File: config.mk
export PLATFORM = sky130hd
export DESIGN_NAME = fetch_pc_gen_flat
export DESIGN_NICKNAME = d
export VERILOG_FILES = /design/src/rtl/fetch_pc_gen_if.sv /design/src/rtl/fetch_pc_gen.sv /design/src/flat_wrapper.sv
export SDC_FILE = /design/constraint.sdc
export NUM_CORES = 1
export LEC_CHECK = 0
export ABC_AREA = 1
export BUFFER_PORTS_ARGS = -buffer_cell sky130_fd_sc_hd__clkbuf_2
export CAP_MARGIN = 20
export CELL_PAD_IN_SITES_DETAIL_PLACEMENT = 0
export CELL_PAD_IN_SITES_GLOBAL_PLACEMENT = 1
export CORE_MARGIN = 5
export CORE_UTILIZATION = 41
export CTS_CLUSTER_DIAMETER = 50
export DETAILED_ROUTE_END_ITERATION = 16
export PLACE_DENSITY = 0.88
export SETUP_SLACK_MARGIN = 0.05
export SLEW_MARGIN = 30
export SYNTH_ARGS = -nofsm -noshare
export SYNTH_HDL_FRONTEND = slang
export SYNTH_SLANG_ARGS = --single-unit
File: constraint.sdc
create_clock -name clock -period 8.1 [get_ports clock]
set_input_delay 0.405 -clock clock [delete_from_list [all_inputs] [get_ports clock]]
set_output_delay 0.405 -clock clock [all_outputs]
set_load 0.02 [all_outputs]
File: src/rtl/fetch_pc_gen_if.sv
// Interface bundling the fetch-stage bus: I-cache, BHT, decode stall, ROB redirect and IF/ID latch.
interface fetch_pc_gen_if;
  logic [63:0] icache_data;
  logic        icache_valid;
  logic        bht_taken0;
  logic        bht_taken1;
  logic        id_stall;
  logic        rob_mis_pred;
  logic [63:0] rob_target_pc;

  logic [63:0] if_pc;
  logic        if_valid_inst0;
  logic        if_valid_inst1;
  logic [31:0] if_IR0;
  logic [31:0] if_IR1;
  logic        if_id_valid0;
  logic        if_id_valid1;
  logic [31:0] if_id_IR0;
  logic [31:0] if_id_IR1;
  logic [63:0] if_id_NPC0;
  logic [63:0] if_id_NPC1;
  logic        if_id_pred_taken0;
  logic        if_id_pred_taken1;
  logic [63:0] if_id_pred_target0;
  logic [63:0] if_id_pred_target1;

  modport master (
    input  icache_data, icache_valid, bht_taken0, bht_taken1,
           id_stall, rob_mis_pred, rob_target_pc,
    output if_pc, if_valid_inst0, if_valid_inst1, if_IR0, if_IR1,
           if_id_valid0, if_id_valid1, if_id_IR0, if_id_IR1,
           if_id_NPC0, if_id_NPC1, if_id_pred_taken0, if_id_pred_taken1,
           if_id_pred_target0, if_id_pred_target1
  );

  modport slave (
    output icache_data, icache_valid, bht_taken0, bht_taken1,
           id_stall, rob_mis_pred, rob_target_pc,
    input  if_pc, if_valid_inst0, if_valid_inst1, if_IR0, if_IR1,
           if_id_valid0, if_id_valid1, if_id_IR0, if_id_IR1,
           if_id_NPC0, if_id_NPC1, if_id_pred_taken0, if_id_pred_taken1,
           if_id_pred_target0, if_id_pred_target1
  );
endinterface

File: src/rtl/fetch_pc_gen.sv
// 2-wide fetch stage: owns the PC, predicts next PC from BHT/branch decode, fills IF/ID latch.
//
// state      | meaning
// S_FETCH    | fetching and latching blocks when I-cache data and decode allow
// S_REDIRECT | one bubble cycle after a ROB redirect; nothing latched
// S_HALTED   | HALT accepted; no fetch until the next ROB redirect
module fetch_pc_gen #(
  parameter logic [63:0] RESET_PC = 64'h0
) (
  input logic           clock,
  input logic           reset,
  fetch_pc_gen_if.master bus
);
  localparam logic [31:0] HALT_IR = 32'h0000_0555;

  typedef enum logic [1:0] {S_FETCH, S_REDIRECT, S_HALTED} state_t;

  state_t      state;
  logic [63:0] pc;
  logic [63:0] pc0;
  logic [63:0] pc1;
  logic [31:0] ir0;
  logic [31:0] ir1;
  logic        live0;
  logic        taken0;
  logic        taken1;
  logic        halt0;
  logic        halt1;
  logic        keep1;
  logic        fire;
  logic [63:0] target0;
  logic [63:0] target1;
  logic [63:0] next_pc;

  function automatic logic is_uncond(input logic [31:0] ir);
    return (ir[31:26] == 6'h30) || (ir[31:26] == 6'h34);
  endfunction

  function automatic logic is_cond(input logic [31:0] ir);
    return ((ir[31:29] == 3'd6) || (ir[31:29] == 3'd7)) && !is_uncond(ir);
  endfunction

  function automatic logic [63:0] br_target(input logic [63:0] slot_pc, input logic [31:0] ir);
    return slot_pc + 64'd4 + {{41{ir[20]}}, ir[20:0], 2'b00};
  endfunction

  assign pc0     = {pc[63:3], 3'b000};
  assign pc1     = pc0 + 64'd4;
  assign ir0     = bus.icache_data[31:0];
  assign ir1     = bus.icache_data[63:32];
  assign live0   = ~pc[2];
  assign target0 = br_target(pc0, ir0);
  assign target1 = br_target(pc1, ir1);
  assign taken0  = live0 & (is_uncond(ir0) | (is_cond(ir0) & bus.bht_taken0));
  assign taken1  = is_uncond(ir1) | (is_cond(ir1) & bus.bht_taken1);
  assign halt0   = live0 & (ir0 == HALT_IR);
  assign halt1   = (ir1 == HALT_IR);
  assign keep1   = ~taken0 & ~halt0;
  assign fire    = (state == S_FETCH) & bus.icache_valid & ~bus.id_stall & ~bus.rob_mis_pred;

  always_comb begin
    next_pc = pc0 + 64'd8;
    if (taken0)
      next_pc = target0;
    else if (taken1)
      next_pc = target1;
  end

  // BHT sees slot1 unless a taken slot0 redirects around it; history moves once per block
  assign bus.if_pc          = pc0;
  assign bus.if_valid_inst0 = fire & live0;
  assign bus.if_valid_inst1 = fire & ~(live0 & taken0);
  assign bus.if_IR0         = ir0;
  assign bus.if_IR1         = ir1;

  always_ff @(posedge clock) begin
    if (reset) begin
      pc                     <= RESET_PC;
      state                  <= S_FETCH;
      bus.if_id_valid0       <= 1'b0;
      bus.if_id_valid1       <= 1'b0;
      bus.if_id_IR0          <= '0;
      bus.if_id_IR1          <= '0;
      bus.if_id_NPC0         <= '0;
      bus.if_id_NPC1         <= '0;
      bus.if_id_pred_taken0  <= 1'b0;
      bus.if_id_pred_taken1  <= 1'b0;
      bus.if_id_pred_target0 <= '0;
      bus.if_id_pred_target1 <= '0;
    end else if (bus.rob_mis_pred) begin
      pc               <= bus.rob_target_pc;
      state            <= S_REDIRECT;
      bus.if_id_valid0 <= 1'b0;
      bus.if_id_valid1 <= 1'b0;
    end else begin
      case (state)
        S_FETCH: begin
          if (fire) begin
            pc                     <= next_pc;
            bus.if_id_valid0       <= live0;
            bus.if_id_valid1       <= keep1;
            bus.if_id_IR0          <= ir0;
            bus.if_id_IR1          <= ir1;
            bus.if_id_NPC0         <= pc0 + 64'd4;
            bus.if_id_NPC1         <= pc1 + 64'd4;
            bus.if_id_pred_taken0  <= taken0;
            bus.if_id_pred_taken1  <= taken1;
            bus.if_id_pred_target0 <= taken0 ? target0 : pc0 + 64'd4;
            bus.if_id_pred_target1 <= taken1 ? target1 : pc1 + 64'd4;
            if (halt0 | (keep1 & halt1))
              state <= S_HALTED;
          end else if (!bus.id_stall) begin
            bus.if_id_valid0 <= 1'b0;
            bus.if_id_valid1 <= 1'b0;
          end
        end
        S_REDIRECT: begin
          state <= S_FETCH;
          if (!bus.id_stall) begin
            bus.if_id_valid0 <= 1'b0;
            bus.if_id_valid1 <= 1'b0;
          end
        end
        S_HALTED: begin
          if (!bus.id_stall) begin
            bus.if_id_valid0 <= 1'b0;
            bus.if_id_valid1 <= 1'b0;
          end
        end
        default: state <= S_FETCH;
      endcase
    end
  end
endmodule

File: src/flat_wrapper.sv
// flat-port wrapper written by rule: the top's interface ports become plain ports
module fetch_pc_gen_flat 
#(
  parameter logic [63:0] RESET_PC = 64'h0
)
  (clock, reset, bus_icache_data, bus_icache_valid, bus_bht_taken0, bus_bht_taken1, bus_id_stall, bus_rob_mis_pred, bus_rob_target_pc, bus_if_pc, bus_if_valid_inst0, bus_if_valid_inst1, bus_if_IR0, bus_if_IR1, bus_if_id_valid0, bus_if_id_valid1, bus_if_id_IR0, bus_if_id_IR1, bus_if_id_NPC0, bus_if_id_NPC1, bus_if_id_pred_taken0, bus_if_id_pred_taken1, bus_if_id_pred_target0, bus_if_id_pred_target1);
  fetch_pc_gen_if bus_i ();
  input logic clock;
  input logic reset;
  input wire logic [$bits(bus_i.icache_data)-1:0] bus_icache_data;
  input wire logic [$bits(bus_i.icache_valid)-1:0] bus_icache_valid;
  input wire logic [$bits(bus_i.bht_taken0)-1:0] bus_bht_taken0;
  input wire logic [$bits(bus_i.bht_taken1)-1:0] bus_bht_taken1;
  input wire logic [$bits(bus_i.id_stall)-1:0] bus_id_stall;
  input wire logic [$bits(bus_i.rob_mis_pred)-1:0] bus_rob_mis_pred;
  input wire logic [$bits(bus_i.rob_target_pc)-1:0] bus_rob_target_pc;
  output wire logic [$bits(bus_i.if_pc)-1:0] bus_if_pc;
  output wire logic [$bits(bus_i.if_valid_inst0)-1:0] bus_if_valid_inst0;
  output wire logic [$bits(bus_i.if_valid_inst1)-1:0] bus_if_valid_inst1;
  output wire logic [$bits(bus_i.if_IR0)-1:0] bus_if_IR0;
  output wire logic [$bits(bus_i.if_IR1)-1:0] bus_if_IR1;
  output wire logic [$bits(bus_i.if_id_valid0)-1:0] bus_if_id_valid0;
  output wire logic [$bits(bus_i.if_id_valid1)-1:0] bus_if_id_valid1;
  output wire logic [$bits(bus_i.if_id_IR0)-1:0] bus_if_id_IR0;
  output wire logic [$bits(bus_i.if_id_IR1)-1:0] bus_if_id_IR1;
  output wire logic [$bits(bus_i.if_id_NPC0)-1:0] bus_if_id_NPC0;
  output wire logic [$bits(bus_i.if_id_NPC1)-1:0] bus_if_id_NPC1;
  output wire logic [$bits(bus_i.if_id_pred_taken0)-1:0] bus_if_id_pred_taken0;
  output wire logic [$bits(bus_i.if_id_pred_taken1)-1:0] bus_if_id_pred_taken1;
  output wire logic [$bits(bus_i.if_id_pred_target0)-1:0] bus_if_id_pred_target0;
  output wire logic [$bits(bus_i.if_id_pred_target1)-1:0] bus_if_id_pred_target1;
  assign bus_i.icache_data = bus_icache_data;
  assign bus_i.icache_valid = bus_icache_valid;
  assign bus_i.bht_taken0 = bus_bht_taken0;
  assign bus_i.bht_taken1 = bus_bht_taken1;
  assign bus_i.id_stall = bus_id_stall;
  assign bus_i.rob_mis_pred = bus_rob_mis_pred;
  assign bus_i.rob_target_pc = bus_rob_target_pc;
  assign bus_if_pc = bus_i.if_pc;
  assign bus_if_valid_inst0 = bus_i.if_valid_inst0;
  assign bus_if_valid_inst1 = bus_i.if_valid_inst1;
  assign bus_if_IR0 = bus_i.if_IR0;
  assign bus_if_IR1 = bus_i.if_IR1;
  assign bus_if_id_valid0 = bus_i.if_id_valid0;
  assign bus_if_id_valid1 = bus_i.if_id_valid1;
  assign bus_if_id_IR0 = bus_i.if_id_IR0;
  assign bus_if_id_IR1 = bus_i.if_id_IR1;
  assign bus_if_id_NPC0 = bus_i.if_id_NPC0;
  assign bus_if_id_NPC1 = bus_i.if_id_NPC1;
  assign bus_if_id_pred_taken0 = bus_i.if_id_pred_taken0;
  assign bus_if_id_pred_taken1 = bus_i.if_id_pred_taken1;
  assign bus_if_id_pred_target0 = bus_i.if_id_pred_target0;
  assign bus_if_id_pred_target1 = bus_i.if_id_pred_target1;
  fetch_pc_gen #(.RESET_PC(RESET_PC)) u_core (.clock(clock), .reset(reset), .bus(bus_i));
endmodule
; Word-level counts from Yosys, hierarchy flattened
; Cells that the tools add are included.
[totals]
reg_bits = 390
latchBits = 0
mem_bits_rw = 0
mem_bits_ro = 0
inputBits = 135
mem_count = 0
[op_classes]
n_addsub = 5
mul = 0
n_div = 0
n_lt_le_gt_ge = 0
eq_ne = 17
n_shift = 0
muxes = 17
bitwise = 22
reduce_logical = 18
[ops]
columns = operator, n
row1 = 2-to-1 mux 64 bit, 7
row2 = "adder 64 x 3 -> 64 bit, second input constant", 2
row3 = adder 64 bit, 2
row4 = "adder 64 x 4 -> 64 bit, second input constant", 1
row5 = "== test 32 x 11 -> 1 bit, second input constant", 2
row6 = "== test 6 bit, second input constant", 4
row7 = bitwise AND 1 bit, 12
row8 = "== test 3 bit, second input constant", 4
row9 = AND reduction 3 bit, 3
row10 = inverter 1 bit, 7
row11 = nonzero test 2 bit, 3
row12 = 2-to-1 mux 1 bit, 5
row13 = logical OR 1 bit, 4
row14 = 2-to-1 mux 2 bit, 2
row15 = "inequality test 2 bit, second input constant", 2
row16 = case mux 1 bit (2 select lines), 2
row17 = case mux 2 bit (2 select lines), 1
row18 = OR reduction 2 bit, 2
row19 = "inequality test 3 x 2 -> 1 bit, second input constant", 1
row20 = "inequality test 3 bit, second input constant", 1
row21 = OR 1 bit, 3
row22 = "== test 2 x 1 -> 1 bit, second input constant", 1
row23 = "== test 2 bit, second input constant", 1
row24 = logical AND 1 bit, 2
row25 = other kinds (4), 5

; Longest topological paths before layout
[logic_depth]
ltp_word = 15
ltp_mapped = 29
ltp_nobuf = 28

; Least setup slack after synthesis
; OpenSTA, ideal clock, no wires.
[synth_path]
path_kind = register -> register
start = register u_core.pc[4]
end = register u_core.pc[61]
arrival_time_ns = 3.086
slack_ns = 4.882
stages_incl_launch_ff = 26
path_buffers = 0
period_less_slack_ns = 3.218
cell_sequence = dfxtp_1 > ha_1 > nand2_1 > nor2_4 > nand3_4 > clkinv_2 > nand2_4 > nor2_4 > nand2_2 > nor2_2 > xor2_1 > inv_1 > ha_1 > nand2_1 > nor3_1 > nand2_1 > nor2_1 > nand2_1 > nand2_1 > nand2_1 > nand3_1 > nand2_1 > nand2_1 > nand2_1 > nand2_1 > a21oi_1
[synth_via]
elab_chain_len = 8
word_cells_on_any_way = 10
[synth_lines]
columns = item, line
row1 = "start, declared", fetch_pc_gen.sv:19  ; logic [63:0] pc;
row2 = "start signal, assigned", fetch_pc_gen.sv:91  ; pc <= bus.rob_target_pc;
row3 = "start signal, assigned", fetch_pc_gen.sv:99  ; pc <= next_pc;
row4 = adder 64 x 3 -> 64 bit, "fetch_pc_gen.sv:44, fetch_pc_gen.sv:48"
row5 = adder 64 x 3 -> 64 bit, fetch_pc_gen.sv:44  ; return slot_pc + 64'd4 + {{41{ir[20]}}, ir[20:0], 2'b00};
row6 = adder 64 bit, fetch_pc_gen.sv:44
row7 = 2-to-1 mux 64 bit, fetch_pc_gen.sv:65  ; else if (taken1)
row8 = 2-to-1 mux 64 bit *, fetch_pc_gen.sv:63  ; if (taken0)
row9 = 2-to-1 mux 64 bit *, fetch_pc_gen.sv:98  ; if (fire) begin
row10 = 2-to-1 mux 64 bit *, fetch_pc_gen.sv:96  ; case (state)
row11 = 2-to-1 mux 64 bit *, fetch_pc_gen.sv:90  ; end else if (bus.rob_mis_pred) begin
; Mark *: on every way between the ends. The rest lies on a longest branch, timed or not. The select of a mux whose other input is x is not followed.
; A chain may end at the register's enable or synchronous reset.

; Final worst setup path
[layout_path]
start = register u_core.pc[4]
end = register u_core.pc[31]
; The elaborated chain is that of the path after synthesis.

==> metrics.md <==
| Metric | Value |
|---|---|
| Final routed DRC violation total | 0 |
| Detailed-route via count | 32.94k |
| Highest fanout seen on the critical path | 8 |
| Initial Utilization | 41.49% |
| Number of H-tree branching levels | 2 |
| Die height | 276.9 um |
| Final setup violating endpoints | 0 |
| Vias in the first global route | 29.62k |
| Wire length reported by the detailed router | 127700 um |
| Post-CTS Setup Bufs | 0 |
| Post-synthesis instance total | 4996 |
| Number of buffer cells added on primary ports | 574 |
| Largest family of logic cells by synthesized area | simple AND/OR/NAND/NOR gates |
| Dpl hpwl | 102200 um |
| Largest net degree at the start of global routing | 104 |
| Max-Slew Margin vs Limit | 32.72% |
| Count of instances resized after the clock tree is built | 0 |
| Top post-synthesis cells by area | sky130_fd_sc_hd__dfxtp_1, sky130_fd_sc_hd__nand2_1, sky130_fd_sc_hd__inv_1 |
| GRT Util Overall | 31.31% |
| Max Cap Violations | 0 |
| Number of sinks driven by the clock tree | 379 |
| Area of the die | 0.07668 mm^2 |
| Category of the most critical setup path | reg2reg |
| Worst min-delay path class | in2reg |
| Most used routing layer in global routing | met2 |
| Leakage power summed over all cells | 18.61 nW |
| Setup slack after placement | 3.279 ns |
| Met2 usage in global routing | 50.21% |
| TritonCTS clock tree | built |
| Highest achievable clock rate | 0.2007 GHz |
| Congestion Overflow GR | 0 |
| Num CTS Buffers | 51 |
| Average via count per standard cell | 5.200 |
| Slowest CP cell | sky130_fd_sc_hd__dfxtp_1 |
| Power density cells | 181.9 mW/mm^2 |
| Worst hold slack | 0.04092 ns |
| Cell at the root of the clock tree | sky130_fd_sc_hd__clkbuf_16 |
| Die width | 276.9 um |
| Global-route track usage on met1 | 44.36% |
| Register bit total from synthesis | 379 |
| Cell Chain, Critical Path | ha_1, nand2_1, nor2_4, nand3_4, nor3b_2, nand2_1, xor2_1, inv_1, ha_1, nand2_1, nor2_1, nand2_1, nor2_1, o21ai_0, nand2_1, or2_2, nand3_1, o21ai_0, nand2_1, nand2_1, nand2_1, a21oi_1 |
| Pins over their slew limit | 0 |
| Post-CTS Hold Fix Bufs | 0 |
| Final critical delay including setup and external delays | 4.983 ns |
| Insertion delay of the later-clocked pin in the worst-skew pair | 0.62 ns |
| IR drop worst, VDD | 0.1645 mV |
| Most common flop cell mapped by yosys | sky130_fd_sc_hd__dfxtp_1 |
| Worst setup SP type | flop |
| Netlist cell types | 55 |
| Final worst-path cycle share | 61.51% |
| Maximum cell stage delay along the critical path | 0.68 ns |
| Iteration-0 DRC Markers | 3301 |
| Clk buf depth | 3 |
| Post-synthesis xor/xnor area fraction | 1.868% |
| Fraction of layout instances using a drive strength above 1 | 14.33% |
| Area of the core region | 0.07039 mm^2 |
| Last weighted congestion value of the routability-driven placer | 0.9760 |
| Dominant cell by count in the synthesized netlist | sky130_fd_sc_hd__nand2_1 |
| Commonest cells post-synth | sky130_fd_sc_hd__nand2_1, sky130_fd_sc_hd__inv_1, sky130_fd_sc_hd__nor2_1 |
| Number of placement rows | 97 |
| Cell family contributing the most delay on the critical path | simple AND/OR/NAND/NOR gates |
| Share of flip-flops with an asynchronous set or reset after synthesis | 0% |
| Ports placed on the boundary | 589 |
| Simple-Gate Fraction of Synth Area | 36.00% |
| Met3 capacity usage during global routing | 4.299% |
| Net total in the final layout | 5631 |
| Most used cell along the critical path | sky130_fd_sc_hd__nand2_1 |
| Area of the mapped netlist | 0.02921 mm^2 |
| Result of the run | completed |
| Slew @ Worst Pin | 1.009 ns |
| Clock Skews | 0.04090 ns |
| Type of element capturing the critical path | flop |
| Average wire per cell in the routed design | 20.16 um |
| Fraction of synthesized cell area taken by the top area cell type | 25.98% |
| Fraction of the mapped netlist area in compound gates | 14.50% |
| Final hold violation count | 0 |
| Critical path buffer and inverter count | 1 |
| Register area share after synthesis | 25.98% |
| First-pass detailed-route iteration total | 7 |
| PnR worst setup slack | 3.117 ns |
| Total Neg Setup Slack | 0 ns |
| Number of enable flip-flop cells after synthesis | 0 |
| Most area-hungry cell type in the Yosys netlist | sky130_fd_sc_hd__dfxtp_1 |
| Multiplexer area fraction after synthesis | 0% |
| Adder-Cell Fraction of Synth Area | 6.006% |
| Post-detailed-route count of antenna-violating nets | 0 |
| CTS clock-pin slew for the worst setup and hold paths | 0.06 ns |
| Antenna violations before repair | 2 |
| Crit path required time | 8.65 ns |
| Average cell area after synthesis | 5.847 um^2 |
| Arrival time of data at the critical path endpoint | 5.53 ns |
| Count of synthesis-stage warnings from yosys | 0 |
| Setup repair after global routing missed its margin | no |
| Wire length of the first global-routing pass | 186900 um |
| Layout Area Growth over Synthesis | 15.04% |
-- cell usage in the layout (no fill, tap or decap), types with 14 or more instances in the layout --
cell and n:
sky130_fd_sc_hd__buf_4 24, sky130_fd_sc_hd__nor3_1 41, sky130_fd_sc_hd__nor2_1 690, sky130_fd_sc_hd__inv_1 762, sky130_fd_sc_hd__nand2_1 1459, sky130_fd_sc_hd__clkbuf_2 573
sky130_fd_sc_hd__xor2_1 35, sky130_fd_sc_hd__a21oi_1 312, sky130_fd_sc_hd__or2_2 15, sky130_fd_sc_hd__o211ai_1 51, sky130_fd_sc_hd__ha_1 137, sky130_fd_sc_hd__nor2_4 14
sky130_fd_sc_hd__clkbuf_16 52, sky130_fd_sc_hd__o21bai_1 21, sky130_fd_sc_hd__dfxtp_1 379, sky130_fd_sc_hd__nand3_1 248, sky130_fd_sc_hd__nand4_1 28, sky130_fd_sc_hd__o22ai_1 53
sky130_fd_sc_hd__nand3b_1 15, sky130_fd_sc_hd__xnor2_1 18, sky130_fd_sc_hd__o21ai_0 311
-- worst register-to-register path: stages, from the launching register on --
cell and delay (ns):
sky130_fd_sc_hd__dfxtp_1 0.68, sky130_fd_sc_hd__ha_1 0.44, sky130_fd_sc_hd__nand2_1 0.14, sky130_fd_sc_hd__nor2_4 0.17, sky130_fd_sc_hd__nand3_4 0.12, sky130_fd_sc_hd__nor3b_2 0.22, sky130_fd_sc_hd__nand2_1 0.09, sky130_fd_sc_hd__xor2_1 0.46
sky130_fd_sc_hd__inv_1 0.14, sky130_fd_sc_hd__ha_1 0.36, sky130_fd_sc_hd__nand2_1 0.11, sky130_fd_sc_hd__nor2_1 0.20, sky130_fd_sc_hd__nand2_1 0.19, sky130_fd_sc_hd__nor2_1 0.13, sky130_fd_sc_hd__o21ai_0 0.17, sky130_fd_sc_hd__nand2_1 0.27
sky130_fd_sc_hd__or2_2 0.16, sky130_fd_sc_hd__nand3_1 0.05, sky130_fd_sc_hd__o21ai_0 0.17, sky130_fd_sc_hd__nand2_1 0.32, sky130_fd_sc_hd__nand2_1 0.15, sky130_fd_sc_hd__nand2_1 0.06, sky130_fd_sc_hd__a21oi_1 0.11
-- metrics by stage --
step	util, %	instances	total power (W)	cell area [um^2]
floorplan	-	5007	0.003179	29250
global placement	45.25	6244	0.003735	31850
detailed placement	45.25	6244	0.003746	31850
CTS	47.73	6334	0.006100	33600
global route	47.73	6335	0.006381	33600
finish	47.73	6335	0.006113	33600
-- worst paths after layout --
kind | slack [ns] | endpoint | start | depth (start not counted)
worst min-delay path | 0.04 | u_core.bus.if_id_IR0[23]$_SDFFE_PP0P_ | bus_icache_data[23] | 3
worst max register to register | 3.12 | u_core.pc[31]$_SDFFE_PP0P_ | u_core.pc[4]$_SDFFE_PP0P_ | 22
worst min register to register | 0.45 | u_core.bus.if_id_NPC0[2]$_SDFFE_PP0P_ | u_core.bus.if_id_NPC0[2]$_SDFFE_PP0P_ | 2
worst max-delay path | 3.12 | u_core.pc[31]$_SDFFE_PP0P_ | u_core.pc[4]$_SDFFE_PP0P_ | 22
-- power breakdown --
part | leakage [nW] | internal (W) | total [W] | switching, W
registers | 3.09 | 0.00196 | 0.00210 | 0.000138
logic | 14.7 | 0.000475 | 0.00165 | 0.00118
clock network | 0.856 | 0.00142 | 0.00236 | 0.000943
-- flip-flops by register name, summed over array words and instances (netlist names) --
| register | flops |
|---|---|
| u_core.bus.if_id_valid0 | 1 |
| u_core.bus.if_id_pred_target0 | 62 |
| u_core.bus.if_id_NPC0 | 62 |
| u_core.pc | 62 |
| u_core.bus.if_id_pred_target1 | 62 |
| u_core.bus.if_id_pred_taken1 | 1 |
| u_core.bus.if_id_NPC1 | 61 |
| u_core.bus.if_id_IR0 | 32 |
| u_core.bus.if_id_IR1 | 32 |
| u_core.bus.if_id_pred_taken0 | 1 |
| u_core.state | 2 |
| u_core.bus.if_id_valid1 | 1 |
-- cell families after synthesis --
group / Yosys count
AND/OR/NAND/NOR: 2567
adder cells (fa/ha/maj): 139
buffers and inverters: 1072
AO/OA/AOI/OAI: 780
flip-flops: 379
XOR/XNOR: 58
other: 1
-- area by class of cell --
| type | count | area (um^2) |
|---|---|---|
| clock buffers | 65 | 1390 |
| fillers | 7740 | 36790 |
| diodes | 1 | 2.502 |
| flip-flops and latches | 379 | 7587 |
| repair buffers | 597 | 3048 |
| multi-input cells | 3556 | 17130 |
| inverters | 772 | 2910 |
| well taps | 940 | 1176 |
| clock inverters | 25 | 354.1 |
-- layer usage --
metal  wire [um]  vias up
li1            -    16253
met1       56680    15263
met2       57110     1248
met3       10230      179
met4        3692        0
met5           0        -
(Power assumes the default switching activity.)
